===== src/rtl/alu_pkg.sv =====
// Shared opcode, FSM state and flag index definitions for the sequential ALU.
package alu_pkg;

  typedef enum logic [3:0] {
    OP_ADD    = 4'd0,
    OP_SUB    = 4'd1,
    OP_MUL    = 4'd2,
    OP_DIV    = 4'd3,
    OP_MOD    = 4'd4,
    OP_AND    = 4'd5,
    OP_OR     = 4'd6,
    OP_XOR    = 4'd7,
    OP_SHL    = 4'd8,
    OP_SHR    = 4'd9,
    OP_RSV10  = 4'd10,
    OP_RSV11  = 4'd11,
    OP_RSV12  = 4'd12,
    OP_RSV13  = 4'd13,
    OP_RSV14  = 4'd14,
    OP_RSV15  = 4'd15
  } op_e;

  typedef enum logic [1:0] {
    IDLE = 2'd0,
    BUSY = 2'd1,
    DONE = 2'd2
  } state_e;

  localparam int FLG_V = 3;
  localparam int FLG_C = 2;
  localparam int FLG_Z = 1;
  localparam int FLG_B = 0;

  function automatic logic is_iter(input logic [3:0] op);
    return (op == OP_MUL) || (op == OP_DIV) || (op == OP_MOD);
  endfunction

endpackage


===== src/rtl/alu_iter_muldiv.sv =====
// N-cycle shift-add multiplier / restoring divider. The final iteration's value is
// presented on result_o alongside done_o so the caller can latch it on that same edge.
module alu_iter_muldiv #(
  parameter int N = 4
) (
  input  logic           clk_i,
  input  logic           rst_i,
  input  logic           start_i,
  input  logic           mode_i,    // 0 = multiply, 1 = divide
  input  logic [N-1:0]   a_i,
  input  logic [N-1:0]   b_i,
  output logic           done_o,
  output logic [2*N-1:0] result_o
);

  localparam int CW = $clog2(N) + 1;
  localparam logic [CW-1:0] LAST = CW'(N - 1);

  logic           busy_q, busy_d;
  logic           mode_q, mode_d;
  logic [CW-1:0]  cnt_q, cnt_d;
  logic [2*N-1:0] acc_q, acc_d;      // mul: running product; div: {remainder, quotient}
  logic [2*N-1:0] mcand_q, mcand_d;
  logic [N-1:0]   mplier_q, mplier_d; // mul: multiplier bits; div: divisor

  logic [2*N-1:0] acc_mul;
  logic [N:0]     shifted, trial;
  logic           ge;

  always_comb begin
    acc_mul = acc_q + (mplier_q[0] ? mcand_q : '0);
    // Division by zero needs no special case: every trial succeeds, leaving
    // quotient all-ones and the dividend shifted wholly into the remainder.
    shifted = {acc_q[2*N-1:N], acc_q[N-1]};
    trial   = shifted - {1'b0, mplier_q};
    ge      = shifted >= {1'b0, mplier_q};

    busy_d   = busy_q;
    mode_d   = mode_q;
    cnt_d    = cnt_q;
    acc_d    = acc_q;
    mcand_d  = mcand_q;
    mplier_d = mplier_q;

    if (start_i) begin
      busy_d   = 1'b1;
      mode_d   = mode_i;
      cnt_d    = '0;
      acc_d    = mode_i ? {{N{1'b0}}, a_i} : '0;
      mcand_d  = {{N{1'b0}}, a_i};
      mplier_d = b_i;
    end else if (busy_q) begin
      cnt_d = cnt_q + CW'(1);
      if (cnt_q == LAST) busy_d = 1'b0;
      if (mode_q) begin
        acc_d = {(ge ? trial[N-1:0] : shifted[N-1:0]), acc_q[N-2:0], ge};
      end else begin
        acc_d    = acc_mul;
        mcand_d  = mcand_q << 1;
        mplier_d = mplier_q >> 1;
      end
    end
  end

  assign done_o   = busy_q && (cnt_q == LAST);
  assign result_o = acc_d;

  always_ff @(posedge clk_i or posedge rst_i) begin
    if (rst_i) begin
      busy_q   <= 1'b0;
      mode_q   <= 1'b0;
      cnt_q    <= '0;
      acc_q    <= '0;
      mcand_q  <= '0;
      mplier_q <= '0;
    end else begin
      busy_q   <= busy_d;
      mode_q   <= mode_d;
      cnt_q    <= cnt_d;
      acc_q    <= acc_d;
      mcand_q  <= mcand_d;
      mplier_q <= mplier_d;
    end
  end

endmodule


===== src/rtl/alu_secuencial.sv =====
// Registered multi-cycle ALU: valid/ready request in, held valid/ready result out.
// Single-cycle ops resolve on the accept edge; mul/div/mod go through alu_iter_muldiv.
module alu_secuencial
  import alu_pkg::*;
#(
  parameter int N = 4
) (
  input  logic           clk,
  input  logic           rst,
  input  logic           in_valid,
  output logic           in_ready,
  input  logic [3:0]     op_select,
  input  logic [N-1:0]   operand1,
  input  logic [N-1:0]   operand2,
  output logic           out_valid,
  input  logic           out_ready,
  output logic [2*N-1:0] resultado,
  output logic [3:0]     banderas
);

  localparam int W = 2 * N;

  state_e         state_q, state_d;
  logic [W-1:0]   res_q, res_d;
  logic [3:0]     flg_q, flg_d;
  logic [3:0]     op_q, op_d;
  logic           bz_q, bz_d;

  logic           accept, md_start, md_done;
  logic [W-1:0]   md_res;

  logic [N:0]     sum, shl;
  logic [N-1:0]   diff;
  logic [W-1:0]   sc_res, it_res;
  logic [3:0]     sc_flg, it_flg;

  assign accept   = (state_q == IDLE) && in_valid;
  assign md_start = accept && is_iter(op_select);

  alu_iter_muldiv #(.N(N)) u_muldiv (
    .clk_i    (clk),
    .rst_i    (rst),
    .start_i  (md_start),
    .mode_i   (op_select != OP_MUL),
    .a_i      (operand1),
    .b_i      (operand2),
    .done_o   (md_done),
    .result_o (md_res)
  );

  always_comb begin
    sum    = {1'b0, operand1} + {1'b0, operand2};
    diff   = operand1 - operand2;
    shl    = {1'b0, operand1} << operand2;
    sc_res = '0;
    sc_flg = '0;
    case (op_e'(op_select))
      OP_ADD: begin
        sc_res        = W'(sum);
        sc_flg[FLG_C] = sum[N];
        sc_flg[FLG_V] = (operand1[N-1] == operand2[N-1]) && (sum[N-1] != operand1[N-1]);
      end
      OP_SUB: begin
        sc_res        = W'(diff);
        sc_flg[FLG_B] = operand1 < operand2;
        sc_flg[FLG_V] = (operand1[N-1] != operand2[N-1]) && (diff[N-1] != operand1[N-1]);
      end
      OP_AND: sc_res = W'(operand1 & operand2);
      OP_OR:  sc_res = W'(operand1 | operand2);
      OP_XOR: sc_res = W'(operand1 ^ operand2);
      OP_SHL: begin
        sc_res        = W'(shl);
        sc_flg[FLG_C] = shl[N];
      end
      OP_SHR: sc_res = W'(operand1 >> operand2);
      default: sc_flg[FLG_V] = 1'b1;  // reserved codes (iterative ops never take this path)
    endcase
    sc_flg[FLG_Z] = (sc_res == '0);
  end

  always_comb begin
    it_res = '0;
    it_flg = '0;
    case (op_e'(op_q))
      OP_MUL: begin
        it_res        = md_res;
        it_flg[FLG_V] = |md_res[W-1:N];
      end
      OP_DIV: begin
        it_res        = W'(md_res[N-1:0]);
        it_flg[FLG_V] = bz_q;
      end
      OP_MOD: begin
        it_res        = W'(md_res[W-1:N]);
        it_flg[FLG_V] = bz_q;
      end
      default: it_flg[FLG_V] = 1'b1;
    endcase
    it_flg[FLG_Z] = (it_res == '0);
  end

  always_comb begin
    state_d = state_q;
    res_d   = res_q;
    flg_d   = flg_q;
    op_d    = op_q;
    bz_d    = bz_q;
    case (state_q)
      IDLE: if (in_valid) begin
        op_d = op_select;
        bz_d = (operand2 == '0);
        if (is_iter(op_select)) begin
          state_d = BUSY;
        end else begin
          state_d = DONE;
          res_d   = sc_res;
          flg_d   = sc_flg;
        end
      end
      BUSY: if (md_done) begin
        state_d = DONE;
        res_d   = it_res;
        flg_d   = it_flg;
      end
      DONE: if (out_ready) state_d = IDLE;
      default: state_d = IDLE;
    endcase
  end

  always_ff @(posedge clk or posedge rst) begin
    if (rst) begin
      state_q <= IDLE;
      res_q   <= '0;
      flg_q   <= '0;
      op_q    <= '0;
      bz_q    <= 1'b0;
    end else begin
      state_q <= state_d;
      res_q   <= res_d;
      flg_q   <= flg_d;
      op_q    <= op_d;
      bz_q    <= bz_d;
    end
  end

  assign in_ready  = (state_q == IDLE);
  assign out_valid = (state_q == DONE);
  assign resultado = res_q;
  assign banderas  = flg_q;

endmodule

===== config.mk =====
export PLATFORM = sky130hd
export DESIGN_NAME = alu_secuencial
export DESIGN_NICKNAME = d
export VERILOG_FILES = /design/src/rtl/alu_pkg.sv /design/src/rtl/alu_iter_muldiv.sv /design/src/rtl/alu_secuencial.sv
export SDC_FILE = /design/constraint.sdc
export NUM_CORES = 1
export LEC_CHECK = 0
export BUFFER_PORTS_ARGS = -buffer_cell sky130_fd_sc_hd__buf_2
export CORE_ASPECT_RATIO = 1.25
export CORE_MARGIN = 8
export CORE_UTILIZATION = 55
export DETAILED_ROUTE_END_ITERATION = 8
export PLACE_DENSITY_LB_ADDON = 0.3
export SYNTH_ARGS = -nofsm -noshare
export SYNTH_HDL_FRONTEND = slang
export SYNTH_HIERARCHICAL = 1
export SYNTH_SLANG_ARGS = --single-unit

===== constraint.sdc =====
create_clock -name clk -period 3 [get_ports clk]
set_input_delay 0.75 -clock clk [delete_from_list [all_inputs] [get_ports clk]]
set_output_delay 0.75 -clock clk [all_outputs]
set_load 0.05 [all_outputs]

* Word level (Yosys, flattened, before mapping) *
Cells that the tools add are included.

storage, ports and cells
  bits in registers = 44
  input bits = 16
  output and inout bits = 14

operators by class
  add/subtract/negate cells = 5
  $lt $le $gt $ge = 2
  equal/unequal tests = 25
  shifts and indexed selects = 2
  muxes and demuxes = 36
  bitwise gates (word level) = 3
  reductions and logical operators = 21

operators with widths
  operator            number
  $mux 8              10
  $pmux 8 s7          1
  $mux 4              8
  $pmux 8 s3          1
  $eq 4x3->1 const B  5
  $eq 4x2->1 const B  4
  $logic_not 8->1     2
  $pmux 8 s2          1
  $add 8x8->8         1
  $eq 4x4->1 const B  2
  $logic_not 4->1     2
  $mux 2              4
  $ne 2x2->1 const B  4
  $pmux 4 s2          1
  $shr 4x4->8         1
  $sub 4x4->4         2
  $mux 3              2
  $pmux 2 s3          1
  $add 4x4->5         1
  $ge 5x4->1          1
  $logic_and 1x1->1   5
  $reduce_or 5->1     1
  $shl 4x4->5         1
  $and 4x4->4         1
  23 further kinds    32

* Depth between registers and ports, before layout *
Gate-level depths: netlist (run 1).

  word-level depth = 9
  mapped depth = 15

* Modules after synthesis *
The synthesis (run 1) kept the hierarchy.

modules (own cells, without submodules)
  module           times used  cells an instance  area an instance (sq um)  seq. area each (sq um)
  alu_secuencial   1           246                2,057.0                   475.5
  alu_iter_muldiv  1           201                1,771.7                   625.6

* Worst setup path after synthesis (run 1) *
OpenSTA, ideal clock, no wires.

  path kind = in2reg
  from = input op_select[2]
  to = register flg_q[1], in the netlist banderas[1]
  setup time = 104 ps
  arrival time = 3,252 ps
  required time = 2,896 ps
  slack = -355 ps
  stages = 15
  buffers on the path = 2
  cells stage by stage = buf_2 > nor3b_1 > o21ai_1 > nor2_1 > buf_2 > nand3b_4 > a31o_2 > nor3_1 > a2111oi_0 > a21oi_1 > nor4_1 > nor4_1 > or3_1 > a2bb2oi_1 > o41ai_2

on the way
  word-level cells in the longest chain between the ends = 9

RTL lines
  what                  line                   RTL
  from (decl)           alu_secuencial.sv:12   input logic [3:0] op_select,
  $eq 4x2->1            alu_pkg.sv:35          return (op == OP_MUL) || (op == OP_DIV) || (op == OP_MOD);
  $logic_or 1x1->1      alu_pkg.sv:35
  $logic_or 1x1->1 *    alu_pkg.sv:35
  $logic_and 1x1->1 *   alu_secuencial.sv:38   assign md_start = accept && is_iter(op_select);
  via md_start          alu_secuencial.sv:29   logic accept, md_start, md_done;
  $mux 8 *              alu_iter_muldiv.sv:45  if (start_i) begin
  via md_res[7]         alu_secuencial.sv:30   logic [W-1:0] md_res;
  $pmux 8 s3 *          alu_secuencial.sv:84   case (op_e'(op_q))
  $logic_not 8->1 *     alu_secuencial.sv:99   it_flg[FLG_Z] = (it_res == '0);
  $mux 4 *              alu_secuencial.sv:120  BUSY: if (md_done) begin
  $pmux 4 s2 *          alu_secuencial.sv:108  case (state_q)
  to (signal assigned)  alu_secuencial.sv:140  flg_q <= flg_d;
  to (decl)             alu_secuencial.sv:25   logic [3:0] flg_q, flg_d;

Mark *: on every way through the listed nets, which the timed path passes. The rest lies on a longest branch. The select of a mux whose other input is x is not followed.
A chain may end at the register's enable or synchronous reset.

* Worst setup path in the final report (run 1) *
  from = register u_muldiv.mplier_q[0]
  to = register flg_q[1], in the netlist banderas[1]

on the way
  word-level cells in the longest chain between the ends = 9

RTL lines
  what                                          line                                          RTL
  from (decl)                                   alu_iter_muldiv.sv:24                         logic [N-1:0] mplier_q, mplier_d;
  from (signal assigned)                        alu_iter_muldiv.sv:82                         mplier_q <= mplier_d;
  $mux 8 (tied with other cells)                alu_iter_muldiv.sv:31                         acc_mul = acc_q + (mplier_q[0] ? mcand_q : '0);
  $add 8x8->8 / $mux 4 (equally long branches)  alu_iter_muldiv.sv:31, alu_iter_muldiv.sv:56
  $mux 8 *                                      alu_iter_muldiv.sv:55                         if (mode_q) begin
  $mux 8 *                                      alu_iter_muldiv.sv:52                         end else if (busy_q) begin
  $mux 8 *                                      alu_iter_muldiv.sv:45
  via md_res[7]                                 alu_secuencial.sv:30
  $pmux 8 s3 *                                  alu_secuencial.sv:84
  $logic_not 8->1 *                             alu_secuencial.sv:99
  $mux 4 *                                      alu_secuencial.sv:120
  $pmux 4 s2 *                                  alu_secuencial.sv:108

Marked as above.

==> run summary, run 1 <==
WL/cell - 17.8 um
Fin area - 4720 um2
Yosys cell types - 80
Layout cells sized above 1 - 0.298
RR Startpoint - u_muldiv/mplier_q[0]
Cts-stage hold buffer count - 0
First drt pass iteration count - 7
Violated checks - negative setup slack
Fin crit share - 1.03
Highest clock rate - 325 MHz
Area leader, netlist - dfrtp_1
Max Root-Sink Buffers - 2
DIE AREA - 9900 um2
Worst-skew pair later-pin latency - 300 ps
Most frequent cells in the layout - buf_4, nand2_1, dfrtp_1
H-tree Lvls - 2
Final Skew - 7.34 ps
Global-route wire length before repair - 17.6 mm
Outcome - finished with violations
Remaining DRCs - 0
Synth Net Count - 494
Sequential-to-total area share from yosys stat - 0.288
Setup_tns - -78.2 ps
Pleak - 0.00209 uW
Critical-path cell list - and2_1 > ha_4 > and3_4 > a221o_1 > o22a_1 > a2111oi_4 > a21oi_2 > buf_4 > nand4bb_1 > a21oi_2 > or3_1 > a2bb2oi_2 > o41ai_2
Worst EP required - 3210 ps
Core ar. - 6850 um2
CTS tree - yes
FF-to-FF path depth - 13
Final worst path period need - 3080 ps
Met3 wire len - 441 um
Std-Cell Rows - 34
Slew headroom - 0.350
Via count - 3643
CP max FO - 7
Top Metal Used - met4
Initial DRC Count - 266
Most Frequent Cell on Critical Path - a21oi_2
Synth Warn # - 6
P&R area growth vs syn - 23.2%
Starting Density - 0.559
Crit path capture type - flip-flop
Most common cell after layout, fill and taps aside - buf_4
Peak supply drop - 0.000656 V
Detail Route Antenna Nets - 0
Width of the die - 90.6 um
Largest net degree at the start of global routing - 26
Hold Path Stages - 2
Final setup fails - 1
DR WL met2 - 5.82 mm
Antenna diode count - 0
IO buf count - 29
Final slew viol count - 0
Fillers - 518
Crit-path slowest cell - dfrtp_2
EDFF count, synth - 0
Netlist Area Pre-Place - 3830 um2
Worst reg-to-reg setup slack - -80 ps
WS Path Type - flip-flop to flip-flop
Synth Instances - 447
Post-Route WL - 10.8 mm
Yosys reg bits - 44
RSZ-0062 raised after global routing - true
Worst r2r dst - banderas[1]
WHS Endpoint - resultado[7]
Vias in the first global route - 3646
DR vias/cell - 6.01
Grt ovf - 0
Root Buffer - clkbuf_8
Final HPWL DP - 8.27 mm
Hold Vio Cnt, Final - 0
Pwr/cell area - 883 nW/um2
IO Count - 30
Synth top area cells - dfrtp_1, ha_1, nand2_1, o21ai_0, mux2i_1
CP startpoint kind - flip-flop
CP arrival - 3290 ps
Async S/R FF share, synth - 1.00
Worst slack, placed - -319 ps
Die Ht - 109 um
Slack of the critical path - -78.2 ps
Dpl cells - 599
GRT Overall Usage - 0.222
Post-Layout Cell Count - 606
Placer congestion estimate - 0.993
Max-cap violations - 0
# clock sinks - 44
Dpl cell area - 4470 um2
Layout Utilization - 0.689
Clk pin slew, worst setup/hold paths - 90 ps
Met1 wire length - 4.23 mm
Hold Path Class - flip-flop to flip-flop
Yosys top cell area share - 0.288
Post-Syn Area per Cell - 8.57 um2
Measured slew at the worst slew-check pin - 974 ps
CTS Buf Count - 5
Initial antenna violation count - 0
Slowest stage delay, CP - 470 ps
Final nets - 563
Primary FF master, synth - dfrtp_1
HP Start - resultado[7]
-- how the worst max path moves through the flow --
stage | start | to | slack, ps
floorplan | op_select[1] | banderas[1] | -80
global placement | op_select[2] | banderas[1] | -190
detailed placement | op_select[2] | banderas[1] | -320
CTS | u_muldiv/mplier_q[0] | banderas[1] | -80
global route | u_muldiv/mplier_q[0] | banderas[1] | -190
finish | u_muldiv/mplier_q[0] | banderas[1] | -80
-- worst max-delay path, delay by kind of cell, from the launching register on --
family                     cells  cell delay [ps]
AOI/OAI and AO/OA              7             1280
and+or+nand+nor                4              870
DFF                            1              470
adders and majority gates      1              220
buffers and inverters          1              160
-- final cells by class --
cell class / instances / area (um2) / area share
multi-input combinational: 345 / 2700 / 0.573
sequential: 44 / 1100 / 0.234
timing repair buffer: 90 / 607 / 0.129
inverter: 30 / 113 / 0.0239
tap: 90 / 113 / 0.0239
clock buffer: 5 / 68.8 / 0.0146
clock inverter: 2 / 12.5 / 0.00265
-- Yosys cell counts (all sizes together), types with 6 or more instances --
master	n
a211oi	6
ha	27
dfrtp	44
nor3b	6
buf	15
nand2	47
o21ai	33
inv	30
mux2i	12
nor2b	9
nand3b	7
nor3	9
and2	9
nand4	7
clkbuf	13
nor2	26
nand3	17
a21oi	17
mux2	7
nand2b	6
-- timing repair --
item / 4_1_cts / 5_1_grt
setup endpoints to repair: 4 / 6
pin swaps: 3 / 17
gates cloned: 0 / 0
buffers inserted: 0 / 1
resized for setup: 7 / 26
-- flip-flops by register name (all words and copies together) (netlist names) --
signal             count
u_muldiv/acc_q         8
u_muldiv/busy_q        1
banderas               4
u_muldiv/mcand_q       8
bz_q                   1
u_muldiv/cnt_q         3
u_muldiv/mode_q        1
resultado              8
state_q                2
op_q                   4
u_muldiv/mplier_q      4
-- routing by layer --
| layer | vias up | GRT usage |
|---|---|---|
| li1 | 1773 | - |
| met1 | 1752 | 0.251 |
| met2 | 95 | 0.408 |
| met3 | 23 | 0.0310 |
| met4 | 0 | 0.0977 |
| met5 | - | 0 |
-- stage by stage --
step	power, uW	hold slack (ps)
after global placement	3440	458
after detailed placement	3520	465
after CTS	3970	484
after floorplan	2610	473
final	4160	477
after global routing	4450	522
-- cell families (layout without fill, tap and decap cells) --
family	after synthesis	count (layout)	share of synthesized area
buffers and inverters	58	127	0.0660
AND/OR/NAND/NOR	175	175	0.260
XOR/XNOR	5	5	0.0114
flip-flops	44	44	0.288
multiplexers	20	20	0.0578
adder cells (fa/ha/maj)	31	31	0.109
AO/OA/AOI/OAI	114	114	0.208
-- power by group --
group | switching, uW | total, uW | internal [uW]
sequential | 295 | 1120 | 830
combinational | 1420 | 2670 | 1250
clock | 210 | 368 | 158
total | 1920 | 4160 | 2240
(Power assumes the default switching activity.)
==> inputs of run 2 (changes only) <==
--- a/config.mk
+++ b/config.mk
@@ -10,4 +10,5 @@
 export CORE_MARGIN = 8
 export CORE_UTILIZATION = 55
+export CTS_BUF_LIST = sky130_fd_sc_hd__clkbuf_16
 export DETAILED_ROUTE_END_ITERATION = 8
 export PLACE_DENSITY_LB_ADDON = 0.3
==> constraint.sdc (replaced) <==
create_clock -name clk -period 3 [get_ports clk]
set_input_delay 0.75 -clock clk [delete_from_list [all_inputs] [get_ports clk]]
set_output_delay 0.75 -clock clk [all_outputs]
set_load 0.005 [all_outputs]
==> run 2 against run 1 <==
  * First-iteration DRC count is 18% lower
  * Maximum frequency is 2.5% lower
  * Final cell count increased by 0.33%
  * Sequential share of layout area fell by 0.15 points
  * The flow still finishes with violations (negative setup slack)
  * Wire length increased by 0.67%
  * Setup slack got worse by 79 ps
  * Global-route usage is 0.47 points higher
  * Non-clock buffer count grew 2
  * Register-to-register slack got worse by 80 ps
  * Utilization grew 0.46 points
  * Largest power group unchanged
  * Clock skew fell by 1.6 ps
  * Via count rose by 1.9%
==> run summary, run 2 (synthesized netlist as in run 1, its figures left out) <==
Outcome - finished with violations (unchanged)
Violated checks - negative setup slack (unchanged)
Width of the die - 90.6 um (unchanged)
CP startpoint kind - flip-flop (unchanged)
WP buf/inv - 2 (was 1)
First drt pass iteration count - 5 (was 7)
Highest clock rate - 317 MHz (was 325 MHz)
Root Buffer - clkbuf_16 (was clkbuf_8)
DIE AREA - 9900 um2 (unchanged)
CTS Buf Count - 5 (unchanged)
Final HPWL DP - 8.27 mm (unchanged)
Post-Route WL - 10.9 mm (was 10.8 mm)
Fillers - 508 (was 518)
Final nets - 565 (was 563)
Family with the most delay on the worst path - simple AND/OR/NAND/NOR gates (was compound AO/OA/AOI/OAI gates)
Die Ht - 109 um (unchanged)
Pwr/cell area - 878 nW/um2 (was 883 nW/um2)
Via count - 3714 (was 3643)
Crit path capture type - flip-flop (unchanged)
Pleak - 0.00212 uW (was 0.00209 uW)
IO Count - 30 (unchanged)
Antenna diode count - 0 (unchanged)
Max-cap violations - 0 (unchanged)
Critical-path cell list - and2_4 > ha_4 > inv_2 > fa_2 > nor2b_2 > o31a_1 > o21a_1 > or3_1 > a31o_1 > buf_6 > nor4_4 > nor4_2 > or3_1 > a2bb2oi_2 > o41ai_2 (was and2_1 > ha_4 > and3_4 > a221o_1 > o22a_1 > a2111oi_4 > a21oi_2 > buf_4 > nand4bb_1 > a21oi_2 > or3_1 > a2bb2oi_2 > o41ai_2)
Detail Route Antenna Nets - 0 (unchanged)
Largest net degree at the start of global routing - 26 (unchanged)
Final Skew - 5.69 ps (was 7.34 ps)
Worst EP required - 3190 ps (was 3210 ps)
Final setup fails - 3 (was 1)
Starting Density - 0.559 (unchanged)
Fin crit share - 1.05 (was 1.03)
CP max FO - 7 (unchanged)
# clock sinks - 44 (unchanged)
Global-route wire length before repair - 18.0 mm (was 17.6 mm)
Worst-skew pair later-pin latency - 290 ps (was 300 ps)
Hold Vio Cnt, Final - 0 (unchanged)
Cts-stage hold buffer count - 0 (unchanged)
CP arrival - 3350 ps (was 3290 ps)
Remaining DRCs - 0 (unchanged)
Most frequent cells in the layout - buf_4, nand2_1, dfrtp_1 (unchanged)
Slack of the critical path - -157 ps (was -78.2 ps)
Peak supply drop - 0.000635 V (was 0.000656 V)
Most Frequent Cell on Critical Path - or3_1 (was a21oi_2)
Final worst path period need - 3160 ps (was 3080 ps)
WL/cell - 17.8 um (about the same)
IO buf count - 29 (unchanged)
DR vias/cell - 6.11 (was 6.01)
Most common cell after layout, fill and taps aside - buf_4 (unchanged)
RSZ-0062 raised after global routing - true (unchanged)
Core ar. - 6850 um2 (unchanged)
Crit-path slowest cell - dfrtp_2 (unchanged)
H-tree Lvls - 2 (unchanged)
Max Root-Sink Buffers - 2 (unchanged)
WS Path Type - flip-flop to flip-flop (unchanged)
Layout cells sized above 1 - 0.280 (was 0.298)
Layout Utilization - 0.693 (was 0.689)
Placer congestion estimate - 0.993 (unchanged)
Measured slew at the worst slew-check pin - 965 ps (was 974 ps)
GRT Overall Usage - 0.226 (was 0.222)
Hold Path Class - flip-flop to flip-flop (unchanged)
Slew headroom - 0.356 (was 0.350)
Vias in the first global route - 3708 (was 3646)
CTS tree - yes (unchanged)
Hold WS - 473 ps (was 477 ps)
Initial antenna violation count - 0 (unchanged)
Setup_tns - -229 ps (was -78.2 ps)
Clk pin slew, worst setup/hold paths - 60 ps (was 90 ps)
Slowest stage delay, CP - 450 ps (was 470 ps)
Std-Cell Rows - 34 (unchanged)
Grt ovf - 0 (unchanged)
Final slew viol count - 0 (unchanged)
P&R area growth vs syn - 24.0% (was 23.2%)
Initial DRC Count - 218 (was 266)
run 2: what timing repair did:
item                       4_1_cts  5_1_grt
cloned                           0        0
gates resized for setup         18        4
pin swaps                        7        2
setup endpoints to repair        4        6
buffers inserted                 2        0
run 2: tightest hold or removal path: stages (launching register included):
cell and delay [ps]:
dfrtp_1 340, nand2_1 40, o21ai_0 60
run 2: final timing paths:
| kind | cells past startpoint | start | slack [ps] | to |
|---|---|---|---|---|
| min in group asynchronous | 2 | rst | 580 | resultado[4] |
| max | 15 | u_muldiv/mplier_q[0] | -160 | banderas[1] |
| max in group asynchronous | 2 | rst | 1660 | u_muldiv/mplier_q[0] |
| min | 2 | resultado[7] | 470 | resultado[7] |
| min reg2reg | 2 | resultado[7] | 470 | resultado[7] |
| max reg2reg | 15 | u_muldiv/mplier_q[0] | -160 | banderas[1] |
run 2: area by class of cell:
| cell class | instances | area (um2) | share of cell area |
|---|---|---|---|
| clock buffer | 5 | 125 | 0.0264 |
| clock inverter | 2 | 12.5 | 0.00264 |
| inverter | 30 | 113 | 0.0237 |
| multi-input combinational | 345 | 2660 | 0.560 |
| sequential | 44 | 1100 | 0.232 |
| tap | 90 | 113 | 0.0237 |
| timing repair buffer | 92 | 622 | 0.131 |
run 2: report_power, final:
group / total (uW) / switching, uW / internal, uW
Clock: 527 / 225 / 302
Sequential: 1120 / 288 / 832
Combinational: 2520 / 1260 / 1260
run 2: stage by stage:
| step | instances | area [um2] | power (uW) | worst slack, ps |
|---|---|---|---|---|
| after floorplan | 447 | 3920 | 2440 | -74.7 |
| after global placement | 599 | 4470 | 3270 | -189 |
| after detailed placement | 599 | 4470 | 3340 | -319 |
| after CTS | 608 | 4730 | 4090 | -118 |
| after global routing | 608 | 4750 | 4460 | -252 |
| final | 608 | 4750 | 4170 | -157 |
run 2: routing by layer:
metal,vias up,part of all wire,track usage
met1,1790,0.39,0.255
met3,30,0.045,0.0289
li1,1779,-,-
met4,0,0.029,0.0930
met2,115,0.54,0.424
met5,-,0,0
